`config.mk`:
```
export PLATFORM = sky130hd
export DESIGN_NAME = rvdff_share_arb
export DESIGN_NICKNAME = d
export VERILOG_FILES = /design/src/rtl/rvdff_share_pkg.sv /design/src/rtl/rvdff_share_arb_rr_pick.sv /design/src/rtl/rvdff_share_arb.sv
export SDC_FILE = /design/constraint.sdc
export NUM_CORES = 1
export LEC_CHECK = 0
export BUFFER_PORTS_ARGS = -buffer_cell sky130_fd_sc_hd__buf_2
export CELL_PAD_IN_SITES_DETAIL_PLACEMENT = 1
export CELL_PAD_IN_SITES_GLOBAL_PLACEMENT = 1
export CORE_ASPECT_RATIO = 0.6
export CORE_MARGIN = 3
export CORE_UTILIZATION = 30
export DETAILED_ROUTE_END_ITERATION = 8
export PLACE_DENSITY_LB_ADDON = 0.1
export SLEW_MARGIN = 20
export SYNTH_ARGS = -nofsm -noshare
export SYNTH_HDL_FRONTEND = slang
export SYNTH_HIERARCHICAL = 1
export SYNTH_SLANG_ARGS = --single-unit
export TNS_END_PERCENT = 10
```
`constraint.sdc`:
```
create_clock -name clk -period 2.9 [get_ports clk]
set_input_delay 0.145 -clock clk [delete_from_list [all_inputs] [get_ports clk]]
set_output_delay 0.145 -clock clk [all_outputs]
set_load 0.05 [all_outputs]
```
`src/rtl/rvdff_share_pkg.sv`:
```
// Shared types and helpers for the rvdff_share_arb holding-register arbiter.
package rvdff_share_pkg;

   localparam int NREQ_MAX = 8;

   typedef enum logic {
      EMPTY = 1'b0,
      FULL  = 1'b1
   } buf_state_e;

   // Index width for n entries, never less than one bit.
   function automatic int idx_width(input int n);
      int w;
      w = 1;
      while ((1 << w) < n) w++;
      return w;
   endfunction

endpackage

```
`src/rtl/rvdff_share_arb_rr_pick.sv`:
```
// Combinational round-robin picker: first valid entry at or above ptr, wrapping to 0.
module rr_pick #(
   parameter int NREQ = 4,
   parameter int IDXW = 2
) (
   input  logic [NREQ-1:0] valid,
   input  logic [IDXW-1:0] ptr,
   input  logic            en,
   output logic [NREQ-1:0] grant,
   output logic [IDXW-1:0] idx,
   output logic            found
);

   logic [IDXW:0] cand;

   // One extra bit on cand so ptr+k can exceed NREQ before the wrap subtract.
   always_comb begin
      grant = '0;
      idx   = '0;
      found = 1'b0;
      cand  = '0;
      for (int k = 0; k < NREQ; k++) begin
         cand = {1'b0, ptr} + (IDXW+1)'(k);
         if (cand >= (IDXW+1)'(NREQ)) begin
            cand = cand - (IDXW+1)'(NREQ);
         end
         if (en && !found && valid[cand[IDXW-1:0]]) begin
            grant[cand[IDXW-1:0]] = 1'b1;
            idx                   = cand[IDXW-1:0];
            found                 = 1'b1;
         end
      end
   end

endmodule

```
`src/rtl/rvdff_share_arb.sv`:
```
// Round-robin arbiter sharing one flop holding register among NREQ valid/ready producers.
// Optional grant locking is enabled with `define RVDFF_SHARE_ARB_LOCK_EN.
module rvdff_share_arb
   import rvdff_share_pkg::*;
#(
   parameter int NREQ  = 4,
   parameter int WIDTH = 16
) (
   input  logic                        clk,
   input  logic                        rst_l,
   input  logic [NREQ-1:0]             req_valid,
   input  logic [NREQ*WIDTH-1:0]       req_data,
   output logic [NREQ-1:0]             req_ready,
   output logic                        out_valid,
   output logic [WIDTH-1:0]            out_data,
   output logic [idx_width(NREQ)-1:0]  out_src,
   input  logic                        out_ready,
   output logic [idx_width(NREQ)-1:0]  rr_ptr_o
`ifdef RVDFF_SHARE_ARB_LOCK_EN
   ,
   input  logic [NREQ-1:0]             req_lock
`endif
);

   localparam int IDXW = idx_width(NREQ);

   if (NREQ < 2 || NREQ > NREQ_MAX) begin : g_bad_nreq
      $error("rvdff_share_arb: NREQ out of range");
   end

   buf_state_e       state_q, state_d;
   logic [WIDTH-1:0] out_data_q, out_data_d;
   logic [IDXW-1:0]  out_src_q, out_src_d;
   logic [IDXW-1:0]  rr_ptr_q, rr_ptr_d;

   logic             can_accept;
   logic             pick_en;
   logic [NREQ-1:0]  arb_valid;
   logic [NREQ-1:0]  grant;
   logic [IDXW-1:0]  win_idx;
   logic             xfer;
   logic [IDXW-1:0]  win_next;
   logic [WIDTH-1:0] req_data_a [NREQ];

   for (genvar g = 0; g < NREQ; g++) begin : g_unpack
      assign req_data_a[g] = req_data[g*WIDTH +: WIDTH];
   end

   // Gating with rst_l keeps req_ready low for the whole time reset is held.
   assign can_accept = (state_q == EMPTY) || out_ready;
   assign pick_en    = can_accept && rst_l;
   assign win_next   = (win_idx == IDXW'(NREQ-1)) ? '0 : win_idx + IDXW'(1);

`ifdef RVDFF_SHARE_ARB_LOCK_EN
   logic            lock_q, lock_d;
   logic [IDXW-1:0] lock_idx_q, lock_idx_d;

   assign arb_valid = lock_q ? (req_valid & (NREQ'(1) << lock_idx_q)) : req_valid;
`else
   assign arb_valid = req_valid;
`endif

   rr_pick #(
      .NREQ (NREQ),
      .IDXW (IDXW)
   ) u_rr_pick (
      .valid (arb_valid),
      .ptr   (rr_ptr_q),
      .en    (pick_en),
      .grant (grant),
      .idx   (win_idx),
      .found (xfer)
   );

   assign req_ready = grant;
   assign out_valid = (state_q == FULL);
   assign out_data  = out_data_q;
   assign out_src   = out_src_q;
   assign rr_ptr_o  = rr_ptr_q;

   // A transfer always wins over a drain, so back-to-back beats keep the buffer FULL.
   always_comb begin
      state_d    = state_q;
      out_data_d = out_data_q;
      out_src_d  = out_src_q;
      rr_ptr_d   = rr_ptr_q;
      if (xfer) begin
         state_d    = FULL;
         out_data_d = req_data_a[win_idx];
         out_src_d  = win_idx;
         rr_ptr_d   = win_next;
      end else if ((state_q == FULL) && out_ready) begin
         state_d = EMPTY;
      end
`ifdef RVDFF_SHARE_ARB_LOCK_EN
      if (xfer && req_lock[win_idx]) begin
         rr_ptr_d = rr_ptr_q;
      end
`endif
   end

`ifdef RVDFF_SHARE_ARB_LOCK_EN
   // A lock holder that withdraws while we could accept gives up the lock without a beat.
   always_comb begin
      lock_d     = lock_q;
      lock_idx_d = lock_idx_q;
      if (xfer) begin
         lock_d     = req_lock[win_idx];
         lock_idx_d = win_idx;
      end else if (lock_q && can_accept && !req_valid[lock_idx_q]) begin
         lock_d = 1'b0;
      end
   end

   always_ff @(posedge clk or negedge rst_l) begin
      if (!rst_l) begin
         lock_q     <= 1'b0;
         lock_idx_q <= '0;
      end else begin
         lock_q     <= lock_d;
         lock_idx_q <= lock_idx_d;
      end
   end
`endif

   always_ff @(posedge clk or negedge rst_l) begin
      if (!rst_l) begin
         state_q  <= EMPTY;
         rr_ptr_q <= '0;
      end else begin
         state_q  <= state_d;
         rr_ptr_q <= rr_ptr_d;
      end
   end

   // Holding register: enabled flop, only written on a transfer.
   always_ff @(posedge clk or negedge rst_l) begin
      if (!rst_l) begin
         out_data_q <= '0;
         out_src_q  <= '0;
      end else if (xfer) begin
         out_data_q <= out_data_d;
         out_src_q  <= out_src_d;
      end
   end

endmodule

```
======== Yosys cells after proc, flatten, opt, wreduce, memory -nomap -nowiden ========
Index checks and enable logic that the tools add are counted.
storage, ports and cells
  bits in registers ....................... 21
  input port bits ......................... 71
  word-level logic and storage cells ...... 87
cells by class
  $add $sub $neg .......................... 8
  magnitude comparators ................... 13
  equality and inequality tests ........... 1
  mux-type cells .......................... 38
  bitwise gates (word level) .............. 5
  reduce and logical (&&, ||, !) cells .... 18
operator list
  kind                 number
  $bmux 16 s2          1
  $mux 16              2
  $mux 2               9
  $mux 4               4
  $mux 1               14
  $logic_and 1x1->1    13
  $ge 3x3->1 const B   4
  $lt 2x3->1 const B   4
  $or 4x4->4           3
  $bmux 1 s2           4
  $demux 1 s2          4
  $ge 2x1->1 const B   4
  $sub 2x1->2 const B  4
  $add 2x2->3 const B  2
  $add 2x1->3 const B  1
  $ge 2x3->1 const B   1
  $logic_not 1->1      3
  $not 2->3            1
  $add 2x1->2 const B  1
  $eq 2x2->1 const B   1
  $reduce_bool 2->1    1
  $logic_or 1x1->1     1
  $not 1->1            1

======== Logic depth before layout (Yosys ltp) ========
Gate-level depths: netlist of run 1.
  depth after elaboration ................. 22
  mapped depth ............................ 12

======== By module ========
Netlist of run 1, hierarchy kept.
by module, submodules not included
  module           times used  cells each  area an instance (um2)  seq. area each (um2)
  rvdff_share_arb  1           106         1283.7                  525.5
  rr_pick          1           66          549.3                   0.0

======== Worst setup path after synthesis of run 1 ========
Ideal clock, no wire load.
  path kind ............................... register to output
  start ................................... reg rr_ptr_q[1] (netlist: rr_ptr_o[1])
  end ..................................... out req_ready[0]
  arrival time ............................ 3.157 ns
  data required time ...................... 2.755 ns
  path slack .............................. -0.402 ns
  stages on the path, launching flop included .. 8
  path buffers ............................ 1
  path through ............................ dfrtp_1 > inv_1 > ha_1 > buf_2 > mux2_2 > nor4b_1 > o21ai_2 > o2bb2ai_1
on the way
  cells in the longest elaborated chain, start to end .. 18
  elaborated cells between the ends (all ways) .. 63
  those cells by class .................... add/sub: 7; order compare: 12; mux: 27; bitwise: 3; reduce/logical: 14
RTL lines
  element                                               RTL line                       text
  from (decl)                                           rvdff_share_arb.sv:34          logic [IDXW-1:0] rr_ptr_q, rr_ptr_d;
  from (signal assigned)                                rvdff_share_arb.sv:132         rr_ptr_q <= rr_ptr_d;
  branches (longest 17 deep; another with $add 2x1->3)  -
  $mux 4 *                                              rvdff_share_arb_rr_pick.sv:27  if (en && !found && valid[cand[IDXW-1:0]]) begin
  to (decl)                                             rvdff_share_arb.sv:13          output logic [NREQ-1:0] req_ready,
Mark *: on every way between the ends. The select of a mux whose other input is x is not followed.

======== Final worst setup path of run 1 ========
  start ................................... reg rr_ptr_q[0] (netlist: rr_ptr_o[0])
  end ..................................... reg out_data_q[0] (netlist: out_data[0])
on the way
  cells in the longest elaborated chain, start to end .. 22
  elaborated cells between the ends (all ways) .. 45
  those cells by class .................... add/sub: 7; order compare: 4; mux: 23; bitwise: 1; reduce/logical: 10
RTL lines
  element                                        RTL line                                                      text
  $ge 2x3->1 or $sub 2x1->2 (tied branches)      rvdff_share_arb_rr_pick.sv:24, rvdff_share_arb_rr_pick.sv:25
  $mux 2                                         rvdff_share_arb_rr_pick.sv:24                                 if (cand >= (IDXW+1)'(NREQ)) begin
  $bmux 1 s2                                     rvdff_share_arb_rr_pick.sv:27
  $mux 1 (implied by the code)                   rvdff_share_arb_rr_pick.sv:27
  $logic_and 1x1->1                              rvdff_share_arb_rr_pick.sv:27
  $mux 1                                         rvdff_share_arb_rr_pick.sv:27
  $logic_not 1->1                                rvdff_share_arb_rr_pick.sv:27
  $logic_and 1x1->1 (2 in series)                rvdff_share_arb_rr_pick.sv:27
  [4 not listed]                                 -
  $mux 1                                         rvdff_share_arb_rr_pick.sv:27
  $logic_not 1->1                                rvdff_share_arb_rr_pick.sv:27
  $logic_and 1x1->1 (2 in series)                rvdff_share_arb_rr_pick.sv:27
  $mux 2 *                                       rvdff_share_arb_rr_pick.sv:27
  named net out_src_d[0]                         rvdff_share_arb.sv:33                                         logic [IDXW-1:0] out_src_q, out_src_d;
  $not 2->3 (implied by the code) *              rvdff_share_arb.sv:89                                         out_data_d = req_data_a[win_idx];
  $bmux 16 s2 *                                  rvdff_share_arb.sv:89
  $mux 16 (implied by the code) * (2 in series)  rvdff_share_arb.sv:89
  to (signal assigned)                           rvdff_share_arb.sv:142                                        out_data_q <= out_data_d;
  to (decl)                                      rvdff_share_arb.sv:32                                         logic [WIDTH-1:0] out_data_q, out_data_d;
The timed path passes the listed nets; every way through them passes the cells marked *. The select of a mux whose other input is x is not followed.
A chain may end at the register's enable or synchronous reset.

==> impl_metrics.json, run 1 <==
{
  "status": "finished, final reports clean",
  "grt_antenna_before_repair": 0,
  "synth-seq-area-share": 0.287,
  "ant_nets": 0,
  "ctsRootBufferMaster": "clkbuf_8",
  "initial_utilization": 0.320,
  "fp-row-count": 21,
  "power.internal_mw": 1.25,
  "drt_iter0_drc": 80,
  "cp_slowest_stage_delay_ns": 0.43,
  "hold_viol_final": 0,
  "min_period_ns": 2.62,
  "muxShareOfSynthArea": 0.285,
  "synthArstFlopShare": 1.00,
  "cts_tree": "built",
  "die_h_microns": 66.5,
  "p_total_mw": 2.74,
  "swShare": 0.544,
  "hold_slack_ns": 0.191,
  "critPathTopFamily": "multiplexers",
  "clock_power_share": 0.073,
  "final-setup-viol-count": 0,
  "cts_made_buffers": 3,
  "startpoint_type": "flop",
  "yosys.area_share.simple": 0.126,
  "vdd_drop_max_v": 0.000392,
  "critPathMaxFanout": 17,
  "critPathKind": "reg -> reg",
  "max_cap_viol_count": 0,
  "wl_per_cell_microns": 16.3,
  "dieWidth_microns": 107,
  "cp.arrival_ns": 2.76,
  "grt_pass1_wl_microns": 9070,
  "ios": 96,
  "syn_nets": 252,
  "nets": 353,
  "clk_latency_ns": 0.27,
  "drive_gt1_frac": 0.474,
  "grt-ovfl-total": 0,
  "synth_area_per_cell_sq_um": 10.7,
  "synth_xor_xnor_area_share": 0,
  "antenna-diode-count": 0,
  "fin_crit_sh": 0.905,
  "pwr-share-comb": 0.741,
  "drt-total-wl_microns": 5730,
  "synth.distinct_cells": 35,
  "synth_edf_count": 0,
  "cts.sinks": 21,
  "tns_ns": 0,
  "clock_skew_ns": 0.00173,
  "grt_max_degree": 22,
  "synth_ff_type": "dfrtp_1",
  "cellLeakagePower_nw": 1.18,
  "drt-pass1-iter-count": 4,
  "route.detailed.drc": 0,
  "viasPerCell": 4.85,
  "powerDensity_mw_per_mm2": 1110,
  "worst-path-buf-inv": 4,
  "power_frac_seq": 0.186,
  "portBuffers": 95,
  "rsz0062_at_grt": "false",
  "synth_top_family_by_area": "multiplexers",
  "gp_congestion": 0.803,
  "layoutNonFillerInstCount": 352,
  "slew_headroom": 0.755,
  "r2r_setup_slack_ns": 0.28,
  "net-switching-power_mw": 1.49,
  "seq_area_sq_um": 528,
  "grt_usage": 0.163,
  "yosysWarnings": 6,
  "synthCells": 172,
  "design.core.area_sq_mm": 0.00573,
  "hpwl_microns": 4630,
  "ys_ff_latch": 21,
  "critPathSlowestCell": "mux4_1",
  "endpoint_kind": "flop",
  "clk_pin_slew_ns": 0.08,
  "synth_fa_ha_area_frac": 0.0614,
  "htreeDepth": 1,
  "place_inst": 347,
  "vias": 1707,
  "die-area_sq_mm": 0.00711,
  "max_freq_ghz": 0.381,
  "ctsResizeCount": 0,
  "worst_pin_slew_ns": 0.368,
  "cp_data_required_time_ns": 3.04,
  "crit_chain": "inv_1 -> ha_1 -> buf_4 -> mux4_1 -> inv_1 -> a21oi_1 -> o22ai_4 -> buf_4 -> mux2i_1 -> o221ai_1",
  "netlist_area_sq_mm": 0.00183,
  "multi_input_area_sq_mm": 0.00119,
  "syn_to_final_growth_pct": 34.7,
  "synth_compound_area_frac": 0.154,
  "grt_pass1_vias": 1766,
  "drv_slew": 0,
  "holdCritPathClass": "in -> reg",
  "fill_cells": 706,
  "clock_path_buffers": 2
}
worst register-to-register path, cell delays in order (launching register included):
cell      delay (ns)
dfrtp_2         0.36
inv_1           0.05
ha_1            0.34
buf_4           0.18
mux4_1          0.43
inv_1           0.10
a21oi_1         0.09
o22ai_4         0.22
buf_4           0.33
mux2i_1         0.27
o221ai_1        0.13
through the flow:
step                utilization  worst slack [ns]  area, sq um
floorplan                     -           0.00327         1870
global placement          0.422             0.268         2410
detailed placement        0.422             0.277         2410
CTS                       0.431             0.252         2470
global route              0.431            0.0638         2470
finish                    0.431             0.276         2470
sequential cells by signal, summed over array words and instances, names as in the netlist:
| name | cells |
|---|---|
| out_data | 16 |
| out_src | 2 |
| rr_ptr_o | 2 |
| out_valid | 1 |
synthesized netlist by cell type (2+ instances only):
| cell | instances | area, sq um |
|---|---|---|
| a21oi_1 | 3 | 15.0 |
| buf_12 | 3 | 60.1 |
| buf_2 | 3 | 15.0 |
| buf_6 | 4 | 45.0 |
| dfrtp_1 | 21 | 526 |
| ha_1 | 9 | 113 |
| inv_1 | 6 | 22.5 |
| mux2_2 | 4 | 45.0 |
| mux2i_1 | 38 | 380 |
| mux4_1 | 2 | 52.6 |
| mux4_2 | 2 | 45.0 |
| nand2_1 | 11 | 41.3 |
| nand2b_1 | 19 | 119 |
| nand3_1 | 2 | 10.0 |
| nor2_1 | 2 | 7.51 |
| o21ai_0 | 5 | 25.0 |
| o221ai_1 | 15 | 131 |
| o22ai_1 | 2 | 12.5 |
| o2bb2ai_1 | 5 | 43.8 |
path summary, 6_finish.rpt:
kind                                   start           end  cells after the start
worst max-delay path             rr_ptr_o[0]   out_data[0]                     10
worst min-delay path             req_data[4]   out_data[4]                      3
worst max register to register   rr_ptr_o[0]   out_data[0]                     10
worst min register to register  out_data[15]  out_data[15]                      2
max in group asynchronous              rst_l   rr_ptr_o[0]                      3
min in group asynchronous              rst_l   out_data[2]                      3
power groups by stage:
stage / clock network, mW / registers (mW) / logic, mW
2_1_floorplan: 0 / 1.01 / 1.12
3_3_place_gp: 0 / 0.513 / 2.03
3_5_place_dp: 0 / 0.512 / 2.05
4_1_cts: 0.208 / 0.509 / 2.05
5_1_grt: 0.226 / 0.529 / 2.19
6_report: 0.201 / 0.509 / 2.03
per-layer routing:
metal | track usage | wire length (microns)
met1 | 0.237 | 2860
met2 | 0.239 | 2450
met3 | 0.0407 | 372
met4 | 0.0431 | 53
met5 | 0 | 0
layout by cell type, fill, tap and decap left out, drive strengths merged, types with 2 or more instances in the layout:
master   Yosys  layout
nor2         2       2
clkbuf       1       4
inv          6       6
mux2i       38      38
a21oi        3       3
o221ai      16      16
mux4         4       4
o2bb2ai      5       5
buf         12     108
mux2         4       4
ha           9       9
o22ai        2       2
dfrtp       21      21
o21ai        6       6
nand3        2       2
nand2       11      11
nand2b      19      19
repair_timing:
item,CTS,global route
hold buffers,1,0
endpoints found under the hold margin,21,0
setup buffers,0,0
area by class of cell:
class	count	area share
multi-input combinational	132	0.482
timing repair buffer	109	0.236
sequential	21	0.214
inverter	6	0.00912
tap	80	0.0405
clock buffer	4	0.0182
cells by family after synthesis:
| kind of cell | count (synthesis) |
|---|---|
| compound gates | 36 |
| fa+ha+maj | 9 |
| buf+inv | 19 |
| flops | 21 |
| mux | 46 |
| simple gates | 41 |
Power figures use the tool's default switching activity.
==> inputs of run 2 (changes only) <==
--- a/config.mk
+++ b/config.mk
@@ -8,8 +8,7 @@
 export BUFFER_PORTS_ARGS = -buffer_cell sky130_fd_sc_hd__buf_2
 export CELL_PAD_IN_SITES_DETAIL_PLACEMENT = 1
 export CELL_PAD_IN_SITES_GLOBAL_PLACEMENT = 1
-export CORE_ASPECT_RATIO = 0.6
-export CORE_MARGIN = 3
+export CORE_ASPECT_RATIO = 0.8
 export CORE_UTILIZATION = 30
 export DETAILED_ROUTE_END_ITERATION = 8
 export PLACE_DENSITY_LB_ADDON = 0.1
==> run 2 against run 1 <==
First-iteration DRC count shrank 38%; highest routed layer unchanged; fmax shrank 1.9%; critical path depth shrank 2; clock power shrank 5%.
==> impl_metrics.json, run 2 (same netlist as run 1, synthesis figures left out) <==
{
  "status": "finished, final reports clean",
  "antenna-diode-count": 0,
  "crit_chain": "inv_1 -> ha_1 -> mux4_2 -> or2_4 -> o31a_1 -> nand2_1 -> buf_4 -> o221ai_1",
  "swShare": 0.538,
  "cts.sinks": 21,
  "holdCritPathClass": "in -> reg",
  "htreeDepth": 1,
  "dieWidth_microns": 89.4,
  "ctsResizeCount": 0,
  "fp-row-count": 25,
  "wl_per_cell_microns": 15.1,
  "grt_antenna_before_repair": 0,
  "net-switching-power_mw": 1.48,
  "grt_pass1_wl_microns": 8580,
  "tns_ns": 0,
  "cellLeakagePower_nw": 1.19,
  "drive_gt1_frac": 0.480,
  "critPathMaxFanout": 11,
  "vdd_drop_max_v": 0.000397,
  "drt-pass1-iter-count": 4,
  "grt_max_degree": 22,
  "final_cell_mix": "buf_2, mux2i_1, nand2b_1, dfrtp_1, o221ai_1",
  "hold_viol_final": 0,
  "fin_crit_sh": 0.922,
  "grt_usage": 0.173,
  "post_cts_buffers": 0,
  "viasPerCell": 4.86,
  "clock_power_share": 0.069,
  "power_frac_seq": 0.186,
  "route.detailed.drc": 0,
  "critPathSlowestCell": "mux4_2",
  "drv_slew": 0,
  "syn_to_final_growth_pct": 36.0,
  "cts_made_buffers": 3,
  "slew_headroom": 0.762,
  "min_period_ns": 2.67,
  "final-setup-viol-count": 0,
  "max_cap_viol_count": 0,
  "endpoint_kind": "flop",
  "max_freq_ghz": 0.374,
  "clk_pin_slew_ns": 0.08,
  "drt-total-wl_microns": 5340,
  "final_common_cell": "buf_2",
  "cts_tree": "built",
  "portBuffers": 95,
  "cp_data_required_time_ns": 3.02,
  "pre_cts_ws_ns": 0.218,
  "fill_cells": 722,
  "clock_skew_ns": 0.00624,
  "gp_congestion": 0.769,
  "ctsRootBufferMaster": "clkbuf_8",
  "nets": 354,
  "clk_latency_ns": 0.26,
  "grt-ovfl-total": 0,
  "die_h_microns": 71.9,
  "critPathKind": "reg -> reg",
  "ios": 96,
  "design.core.area_sq_mm": 0.00591,
  "cp.arrival_ns": 2.80,
  "initial_utilization": 0.310,
  "pwr-share-comb": 0.745,
  "power.internal_mw": 1.27,
  "cp_slowest_stage_delay_ns": 0.55,
  "rsz0062_at_grt": "false",
  "grt_pass1_vias": 1714,
  "setup_slack_ns": 0.226,
  "worst_pin_slew_ns": 0.355,
  "die-area_sq_mm": 0.00643,
  "ant_nets": 0,
  "cts_hold_buf": 1,
  "largest_reg_flops": 16,
  "powerDensity_mw_per_mm2": 1100,
  "drt_iter0_drc": 50,
  "clock_path_buffers": 2,
  "vias": 1719,
  "hpwl_microns": 4290,
  "startpoint_type": "flop"
}
==> run 2: changes by cell type in the layout (fill, tap and decap cells not counted), sizes merged <==
cell | before | now
clkinv | 0 | 1
buf | 108 | 109
clkbuf | 4 | 3
==> run 2: final cells by class <==
| type | count | area [sq um] | share of cell area |
|---|---|---|---|
| multi-input combinational | 132 | 1190 | 0.478 |
| timing repair buffer | 110 | 603 | 0.242 |
| sequential | 21 | 528 | 0.212 |
| tap | 81 | 101 | 0.0407 |
| clock buffer | 3 | 41.3 | 0.0166 |
| inverter | 6 | 22.5 | 0.00904 |
| clock inverter | 1 | 5.00 | 0.00201 |
==> run 2: final timing paths <==
path / start / endpoint / slack, ns / cells after the start
worst max-delay path: rr_ptr_o[1] / out_data[5] / 0.23 / 8
worst min-delay path: req_data[42] / out_data[10] / 0.20 / 3
worst max register to register: rr_ptr_o[1] / out_data[5] / 0.23 / 8
worst min register to register: out_data[9] / out_data[9] / 0.49 / 2
max in group asynchronous: rst_l / rr_ptr_o[0] / 2.23 / 3
min in group asynchronous: rst_l / out_data[13] / 0.43 / 3
==> run 2: critical path, delay by kind of cell (launching register included) <==
kind / cells / cell delay, ns
AO/OA/AOI/OAI: 2 / 0.49
adder cells (fa/ha/maj): 1 / 0.33
AND/OR/NAND/NOR: 2 / 0.54
multiplexers: 1 / 0.55
flip-flops: 1 / 0.36
buffers and inverters: 2 / 0.27
==> run 2: routing by layer <==
| layer | vias up | part of all wire | GRT usage |
|---|---|---|---|
| met2 | 57 | 0.42 | 0.254 |
| li1 | 851 | - | - |
| met4 | 0 | 0.0043 | 0.0265 |
| met1 | 809 | 0.51 | 0.264 |
| met5 | - | 0 | 0 |
| met3 | 2 | 0.070 | 0.0387 |
==> run 2: power by group through the flow <==
| stage | combinational [mW] | clock [mW] | sequential, mW |
|---|---|---|---|
| 2_1_floorplan | 1.12 | 0 | 1.01 |
| 3_3_place_gp | 2.05 | 0 | 0.516 |
| 3_5_place_dp | 2.06 | 0 | 0.514 |
| 4_1_cts | 2.06 | 0.199 | 0.511 |
| 5_1_grt | 2.20 | 0.214 | 0.526 |
| 6_report | 2.04 | 0.190 | 0.510 |
==> run 2: stage by stage <==
step	utilization	instances	area (sq um)	hold slack (ns)	total power [mW]
after floorplan	-	172	1870	-0.151	2.13
after global routing	0.422	354	2490	0.209	2.94
after global placement	0.412	349	2440	0.150	2.56
after CTS	0.422	354	2490	0.201	2.77
after detailed placement	0.412	349	2440	0.157	2.57
final	0.422	354	2490	0.204	2.74
